==> src/rtl/fifo_pkg.sv <==
// Shared constants for the a_fifo elastic buffer.
// Defaults mirror the datapath word length.
package fifo_pkg;

    localparam int FIFO_DATA_WIDTH = 16;
    localparam int FIFO_ADDR_WIDTH = 4;
    localparam int FIFO_DEPTH      = 1 << FIFO_ADDR_WIDTH;

endpackage

==> src/rtl/fifo_mem.sv <==
// Simple dual-port register array for a_fifo.
// One synchronous write port, one registered read port.
module fifo_mem
    import fifo_pkg::*;
#(
    parameter int DATA_WIDTH = FIFO_DATA_WIDTH,
    parameter int ADDR_WIDTH = FIFO_ADDR_WIDTH
) (
    input  logic                  i_clk,
    input  logic                  i_rst_n,
    input  logic                  i_we,
    input  logic [ADDR_WIDTH-1:0] i_waddr,
    input  logic [DATA_WIDTH-1:0] i_wdata,
    input  logic                  i_re,
    input  logic [ADDR_WIDTH-1:0] i_raddr,
    output logic [DATA_WIDTH-1:0] o_rdata
);

    localparam int DEPTH = 1 << ADDR_WIDTH;

    logic [DATA_WIDTH-1:0] r_mem [DEPTH];

    // Storage array; contents deliberately survive reset.
    always_ff @(posedge i_clk) begin
        if (i_we) begin
            r_mem[i_waddr] <= i_wdata;
        end
    end

    // Registered read port; holds its value when no read is issued.
    always_ff @(posedge i_clk or negedge i_rst_n) begin
        if (!i_rst_n) begin
            o_rdata <= '0;
        end else if (i_re) begin
            o_rdata <= r_mem[i_raddr];
        end
    end

endmodule

==> src/rtl/a_fifo.sv <==
// Single-clock synchronous FIFO with full/empty guards.
// Pointers carry a wrap bit to tell full from empty.
module a_fifo
    import fifo_pkg::*;
#(
    parameter int DATA_WIDTH = FIFO_DATA_WIDTH,
    parameter int ADDR_WIDTH = FIFO_ADDR_WIDTH
) (
    input  logic                  i_clk,
    input  logic                  i_rst_n,
    input  logic                  i_wr,
    input  logic [DATA_WIDTH-1:0] i_wdata,
    output logic                  o_wfull,
    input  logic                  i_rd,
    output logic [DATA_WIDTH-1:0] o_rdata,
    output logic                  o_rempty
);

    localparam int PW = ADDR_WIDTH + 1;

    logic [PW-1:0] r_wptr;
    logic [PW-1:0] r_rptr;
    logic          w_full;
    logic          w_empty;
    logic          w_wr_ok;
    logic          w_rd_ok;

    // Flags decode straight from the pointer registers.
    always_comb begin
        w_empty = (r_wptr == r_rptr);
        w_full  = (r_wptr[ADDR_WIDTH-1:0] == r_rptr[ADDR_WIDTH-1:0])
                && (r_wptr[ADDR_WIDTH] != r_rptr[ADDR_WIDTH]);
        w_wr_ok = i_wr && !w_full;
        w_rd_ok = i_rd && !w_empty;
    end

    assign o_wfull  = w_full;
    assign o_rempty = w_empty;

    // Advance each pointer on an accepted request.
    always_ff @(posedge i_clk or negedge i_rst_n) begin
        if (!i_rst_n) begin
            r_wptr <= '0;
            r_rptr <= '0;
        end else begin
            if (w_wr_ok) begin
                r_wptr <= r_wptr + PW'(1);
            end
            if (w_rd_ok) begin
                r_rptr <= r_rptr + PW'(1);
            end
        end
    end

    fifo_mem #(
        .DATA_WIDTH (DATA_WIDTH),
        .ADDR_WIDTH (ADDR_WIDTH)
    ) u_mem (
        .i_clk   (i_clk),
        .i_rst_n (i_rst_n),
        .i_we    (w_wr_ok),
        .i_waddr (r_wptr[ADDR_WIDTH-1:0]),
        .i_wdata (i_wdata),
        .i_re    (w_rd_ok),
        .i_raddr (r_rptr[ADDR_WIDTH-1:0]),
        .o_rdata (o_rdata)
    );

endmodule

==> config.mk <==
export PLATFORM = sky130hd
export DESIGN_NAME = a_fifo
export DESIGN_NICKNAME = d
export VERILOG_FILES = /design/src/rtl/fifo_pkg.sv /design/src/rtl/fifo_mem.sv /design/src/rtl/a_fifo.sv
export SDC_FILE = /design/constraint.sdc
export NUM_CORES = 1
export LEC_CHECK = 0
export ABC_AREA = 1
export BUFFER_PORTS_ARGS = -buffer_cell sky130_fd_sc_hd__buf_2
export CAP_MARGIN = 15
export CORE_MARGIN = 5
export CORE_UTILIZATION = 40
export CTS_CLUSTER_SIZE = 30
export DETAILED_ROUTE_END_ITERATION = 16
export REMOVE_ABC_BUFFERS = 1
export SYNTH_ARGS = -nofsm -noshare
export SYNTH_HDL_FRONTEND = slang
export SYNTH_SLANG_ARGS = --single-unit
==> constraint.sdc <==
create_clock -name i_clk -period 5.7 [get_ports i_clk]
set_input_delay 0 -clock i_clk [delete_from_list [all_inputs] [get_ports i_clk]]
set_output_delay 0 -clock i_clk [all_outputs]
set_load 0.01 [all_outputs]
==> results of run 1 <==
-- cell type report --
class	count	area (um2)	share of cell area [%]
clock buffers	43	881	6.18
well taps	396	495	3.48
inverters	258	971	6.81
multi-input cells	671	2920	20.5
flip-flops and latches	282	8340	58.5
repair buffers	74	528	3.70
clock inverters	13	114	0.799
-- critical path, stage by stage, from the launching register on --
cell,delay [ns]
dfrtp_4,0.76
inv_4,0.68
nand2_1,0.10
nand2_1,0.11
a21oi_2,0.04
nand3_1,0.11
nand2_1,0.27
buf_4,0.32
nor3_2,0.47
buf_6,0.24
-- how the worst max path moves through the flow --
stage,startpoint,end,slack (ns),depth (start not counted)
2_1_floorplan,r_rptr[0],u_mem.r_mem[0][0],0.38,7
5_1_grt,r_rptr[0],u_mem.r_mem[3][8],1.93,9
3_3_place_gp,r_rptr[0],u_mem.r_mem[3][13],1.84,8
3_5_place_dp,r_rptr[0],u_mem.r_mem[5][5],1.80,8
4_1_cts,r_rptr[0],u_mem.r_mem[5][14],1.81,8
6_report,r_rptr[0],u_mem.r_mem[3][1],2.18,9
-- cells by family (layout without fill, tap and decap cells) --
| group | after synthesis | after routing |
|---|---|---|
| AND/OR/NAND/NOR | 654 | 654 |
| XOR/XNOR | 9 | 9 |
| flip-flops | 282 | 282 |
| adder cells (fa/ha/maj) | 5 | 5 |
| AO/OA/AOI/OAI | 3 | 3 |
| buffers and inverters | 314 | 388 |
-- cell usage after synthesis (all sizes together) --
library cell	instances	area share (%)
nand2	471	14
inv	257	7.7
edfxtp	256	62
nand3	165	6.6
buf	51	2.6
dfrtp	26	5.2
nor3	15	0.60
clkbuf	5	0.15
ha	5	0.50
xor2	5	0.35
xnor2	4	0.28
nor2	3	0.11
o21ai	2	0.080
a21oi	1	0.070
clkinv	1	0.030
-- flip-flops by register name (all words and copies together), names as in the netlist --
| register | count |
|---|---|
| u_mem.r_mem | 256 |
| u_mem.o_rdata | 16 |
| r_rptr | 5 |
| r_wptr | 5 |
-- power by group --
group / internal [mW] / leakage, nW / switching, mW
Clock: 1.16 / 0.493 / 0.782
Sequential: 2.51 / 2.63 / 0.254
Combinational: 0.610 / 3.30 / 1.44
Total: 4.28 / 6.43 / 2.48
-- through the flow --
step	total power [mW]	hold WS, ns	cells	util (%)	worst slack (ns)
2_1_floorplan	4.06	-0.296	1211	-	0.382
3_3_place_gp	4.82	0.0971	1658	42.4	1.84
3_5_place_dp	4.84	0.115	1659	42.4	1.80
4_1_cts	6.79	0.0336	1732	46.2	1.81
5_1_grt	7.16	0.0776	1737	46.4	1.93
6_report	6.75	0.0513	1737	46.4	2.18
-- layer usage --
layer	vias up	track usage (%)	wire length, um
met5	-	0	0
met4	0	4.64	728
met3	50	2.37	1460
met2	213	29.2	15000
met1	3974	24.3	14000
li1	4072	-	-
-- what timing repair did --
item,CTS,global route
hold buffers,17,0
buffers inserted,0,0
hold endpoints to repair,282,0
-- cell usage in the layout (no fill, tap or decap) --
cell type,count
a21oi_2,1
buf_4,14
nor2_1,1
clkinv_1,4
ha_1,5
inv_2,3
nand2_1,470
dfrtp_2,1
clkinv_2,7
clkbuf_16,31
buf_2,37
xor2_1,5
clkbuf_8,6
bufinv_16,2
buf_6,6
nor2_2,2
dfrtp_4,1
nand2_2,1
edfxtp_1,256
nand3_1,165
o21ai_0,2
inv_4,1
inv_1,253
dlygate4sd3_1,17
dfrtp_1,24
clkinvlp_4,1
nor3_2,15
xnor2_1,4
clkbuf_1,6
==> reports/metrics.yaml, run 1 <==
die_y_um: 187
final_layout_size_suffix_gt1_share_pct: 9.62
grt_antenna_before_repair: 0
setup_violations: 0
numCtsBuffers: 30
synth-compound-area-share_pct: 0.150
yosys_warnings: 0
dp_hpwl_um: 18800
reg2reg_from: "r_rptr[0]"
r2r-end: "u_mem.r_mem[3][1]"
io_pins: 38
fin_crit_sh_pct: 61.7
tns_ns: 0
max_freq_mhz: 284
vias_per_cell: 4.78
gp_congestion: 0.815
synthCells: 1267
drt_first_pass_iters: 5
core_area_mm2: 0.0307
post-route-min-period_ns: 3.52
power_density_mw_per_mm2: 474
maxCapViolations: 0
synth_top_family_by_area: "simple AND/OR/NAND/NOR gates"
h-tree-depth: 1
cts.sinks: 282
cts_tree: "built"
die_w_um: 187
wl_um: 31200
fill_cells: 2917
drt_iter0_drc: 708
synth.avg_cell_area_um2: 9.86
synthMuxAreaShare_pct: 0
cts.repair.resized: 0
path_clk_slew_ns: 0.06
slew_viol_final: 0
drtAntennaViolNets: 0
regToRegSetupSlack_ns: 2.18
row_count: 64
post_dp_cell_area_mm2: 0.0130
port_buffers: 37
die_area_mm2: 0.0349
finalHoldViolations: 0
drc_errors: 0
grt_max_degree: 75
outcome: "completed"
vdd_drop_max_mv: 0.261
clk_latency_ns: 0.55
yosys.area_share.simple_pct: 21.5
critPathMaxFanout: 74
cp-start-kind: "flip-flop"
num_antenna_cells: 0
num_vias: 8309
final_area_mm2: 0.0143
start_util_pct: 40.6
yosysUniqueCellTypes: 21
crit_required_ns: 5.95
drt-wirelength-per-cell_um: 17.9
syn-cell-area_mm2: 0.0125
tightest_slew_ns: 0.892
worstPathArrival_ns: 3.77
cts_root_buf: "clkbuf_16"
nNetsFinal: 1342
grt_pass1_vias: 8049
track_usage_pct: 17.5
rsz0062_at_grt: "no"
grt_pass1_wl_um: 47300
crit_type: "reg -> reg"
ff2ff_path_depth: 9
areaGrowthSynthToFinish_pct: 14.1
cts_buffer_depth: 3
ys_ff_latch: 282
grt_overflow: 0
power_leakage_nw: 6.43
end_kind: "flip-flop"
slew_headroom_pct: 40.5
synth_fa_ha_area_share_pct: 0.501
skew_ns: 0.00896
seq_area_frac_synth_pct: 66.7
hold_path.class: "in -> async"
synth_xor_area_share_pct: 0.631
No activity file was read; power rests on OpenSTA's default activity.
==> run 2: changes to the inputs <==
- clock period: 5.7 -> 3 ns (I/O delays scaled with it)
==> reports/metrics.yaml, run 2 (same netlist as run 1, synthesis figures left out) <==
skew_ns: 0.0107  # was 0.00896 ns
largest_register: "u_mem.r_mem"  # unchanged
fill_cells: 2917  # unchanged
vdd_drop_max_mv: 0.650  # was 0.261 mV
cts.sinks: 282  # unchanged
drc_errors: 0  # unchanged
grt_pass1_wl_um: 47900  # was 47300 um
die_y_um: 187  # unchanged
cts_buffer_depth: 3  # unchanged
outcome: "completed"  # unchanged
fin_total_pwr_mw: 12.7  # was 6.75 mW
grt_pass1_vias: 8228  # was 8049
port_buffers: 37  # unchanged
postLayoutCoreUtil_pct: 46.7  # was 46.4%
numCtsBuffers: 30  # unchanged
place_ws_ns: 0.862  # was 1.80 ns
grt_overflow: 0  # unchanged
final_cell_mix: "nand2_1 (470), edfxtp_1 (256), inv_1 (253), nand3_1 (165), buf_2 (37)"  # unchanged
vias_per_cell: 4.72  # was 4.78
num_vias: 8285  # was 8309
finalHoldViolations: 0  # unchanged
reg.largest.list: "u_mem.r_mem x256, u_mem.o_rdata x16"  # unchanged
path_clk_slew_ns: 0.06  # about the same
core_area_mm2: 0.0307  # unchanged
final_layout_size_suffix_gt1_share_pct: 10.4  # was 9.62%
crit_required_ns: 3.43  # was 5.95 ns
drtAntennaViolNets: 0  # unchanged
grt_antenna_before_repair: 0  # unchanged
fin_crit_sh_pct: 73.0  # was 61.7%
gp_congestion: 0.808  # was 0.815
io_pins: 38  # unchanged
h-tree-depth: 1  # unchanged
die_w_um: 187  # unchanged
ff2ff_path_depth: 10  # was 9
areaGrowthSynthToFinish_pct: 14.9  # was 14.1%
drt_first_pass_iters: 5  # unchanged
crit_type: "reg -> reg"  # unchanged
grt_max_degree: 130  # was 75
critPathMaxFanout: 93  # was 74
largest_reg_flops: 256  # unchanged
drt-wirelength-per-cell_um: 17.4  # was 17.9 um
maxCapViolations: 0  # unchanged
wl_um: 30500  # was 31200 um
setup_violations: 0  # unchanged
start_util_pct: 40.6  # unchanged
power_density_mw_per_mm2: 888  # was 474 mW/mm2
post-route-min-period_ns: 2.19  # was 3.52 ns
drt_iter0_drc: 687  # was 708
hold_buffers: 19  # was 17
power_leakage_nw: 6.50  # was 6.43 nW
cp-start-kind: "flip-flop"  # unchanged
use_met1_pct: 23.7  # was 24.3%
hold_ws_ns: 0.0907  # was 0.0513 ns
nNetsFinal: 1361  # was 1342
cts_tree: "built"  # unchanged
row_count: 64  # unchanged
slew_viol_final: 0  # unchanged
worstPathArrival_ns: 2.62  # was 3.77 ns
cts_root_buf: "clkbuf_16"  # unchanged
rsz0062_at_grt: "no"  # unchanged
final_common_cell: "nand2_1"  # unchanged
layout_setup_ws_ns: 0.809  # was 2.18 ns
end_kind: "flip-flop"  # unchanged
grtUsageMet2_pct: 29.3  # was 29.2%
die_area_mm2: 0.0349  # unchanged
dp_hpwl_um: 18600  # was 18800 um
hold_path.class: "in -> async"  # unchanged
busiest_layer: "met2"  # unchanged
cts_setup_buffers: 0  # unchanged
cts.repair.resized: 0  # unchanged
slew_headroom_pct: 28.8  # was 40.5%
clk_latency_ns: 0.55  # about the same
tightest_slew_ns: 1.07  # was 0.892 ns
max_freq_mhz: 456  # was 284 MHz
track_usage_pct: 17.2  # was 17.5%
tns_ns: 0  # unchanged
grt_use_met3_pct: 2.22  # was 2.37%
-- run 2: cell count changes in the layout (fill, tap and decap cells not counted), sizes merged, moves of 2 or more --
cell / before / now
buf: 57 / 74
clkbuf: 43 / 48
clkinv: 11 / 8
dlygate4sd3: 17 / 19
-- run 2: critical path: stages (launching register included) --
cell and delay, ns:
dfrtp_4 0.45, buf_4 0.78, nand2_1 0.13, nand3_1 0.12, nand2_1 0.08, nand2_1 0.07
nand2_1 0.08, inv_1 0.06, nand2_1 0.05, nand2_1 0.08, nand2_1 0.06
-- run 2: final cells by class --
| type | count | area, um2 | area share [%] |
|---|---|---|---|
| clock inverters | 8 | 61.3 | 0.427 |
| repair buffers | 93 | 666 | 4.63 |
| clock buffers | 48 | 900 | 6.26 |
| inverters | 258 | 971 | 6.76 |
| well taps | 396 | 495 | 3.45 |
| multi-input cells | 671 | 2920 | 20.4 |
| diodes | 1 | 2.50 | 0.0174 |
| flip-flops and latches | 282 | 8340 | 58.1 |
-- run 2: per-layer routing --
layer | vias up | routed length, um
met4 | 0 | 565
li1 | 4105 | -
met5 | - | 0
met3 | 39 | 1270
met1 | 3940 | 13800
met2 | 201 | 14800
-- run 2: power by group --
group / internal (mW) / total, mW / switching (mW) / leakage, nW
clock network: 2.12 / 3.60 / 1.48 / 0.473
registers: 4.77 / 5.04 / 0.271 / 2.63
logic: 1.22 / 4.10 / 2.88 / 3.40
-- run 2: stage by stage --
| stage | area [um2] | std cells |
|---|---|---|
| final | 14400 | 1757 |
| after global routing | 14400 | 1756 |
| after CTS | 14400 | 1756 |
| after detailed placement | 13200 | 1681 |
| after global placement | 13200 | 1681 |
| after floorplan | 12200 | 1211 |
-- run 2: final timing paths --
check / from / endpoint / slack (ns)
setup / recovery: r_rptr[0] / u_mem.o_rdata[9] / 0.81
hold / removal: i_rst_n / u_mem.o_rdata[3] / 0.09
setup reg to reg: r_rptr[0] / u_mem.o_rdata[9] / 0.81
hold reg to reg: u_mem.o_rdata[3] / u_mem.o_rdata[3] / 0.48
max in group asynchronous: i_rst_n / r_rptr[0] / 2.32
min in group i_clk: i_wdata[4] / u_mem.r_mem[5][4] / 0.42
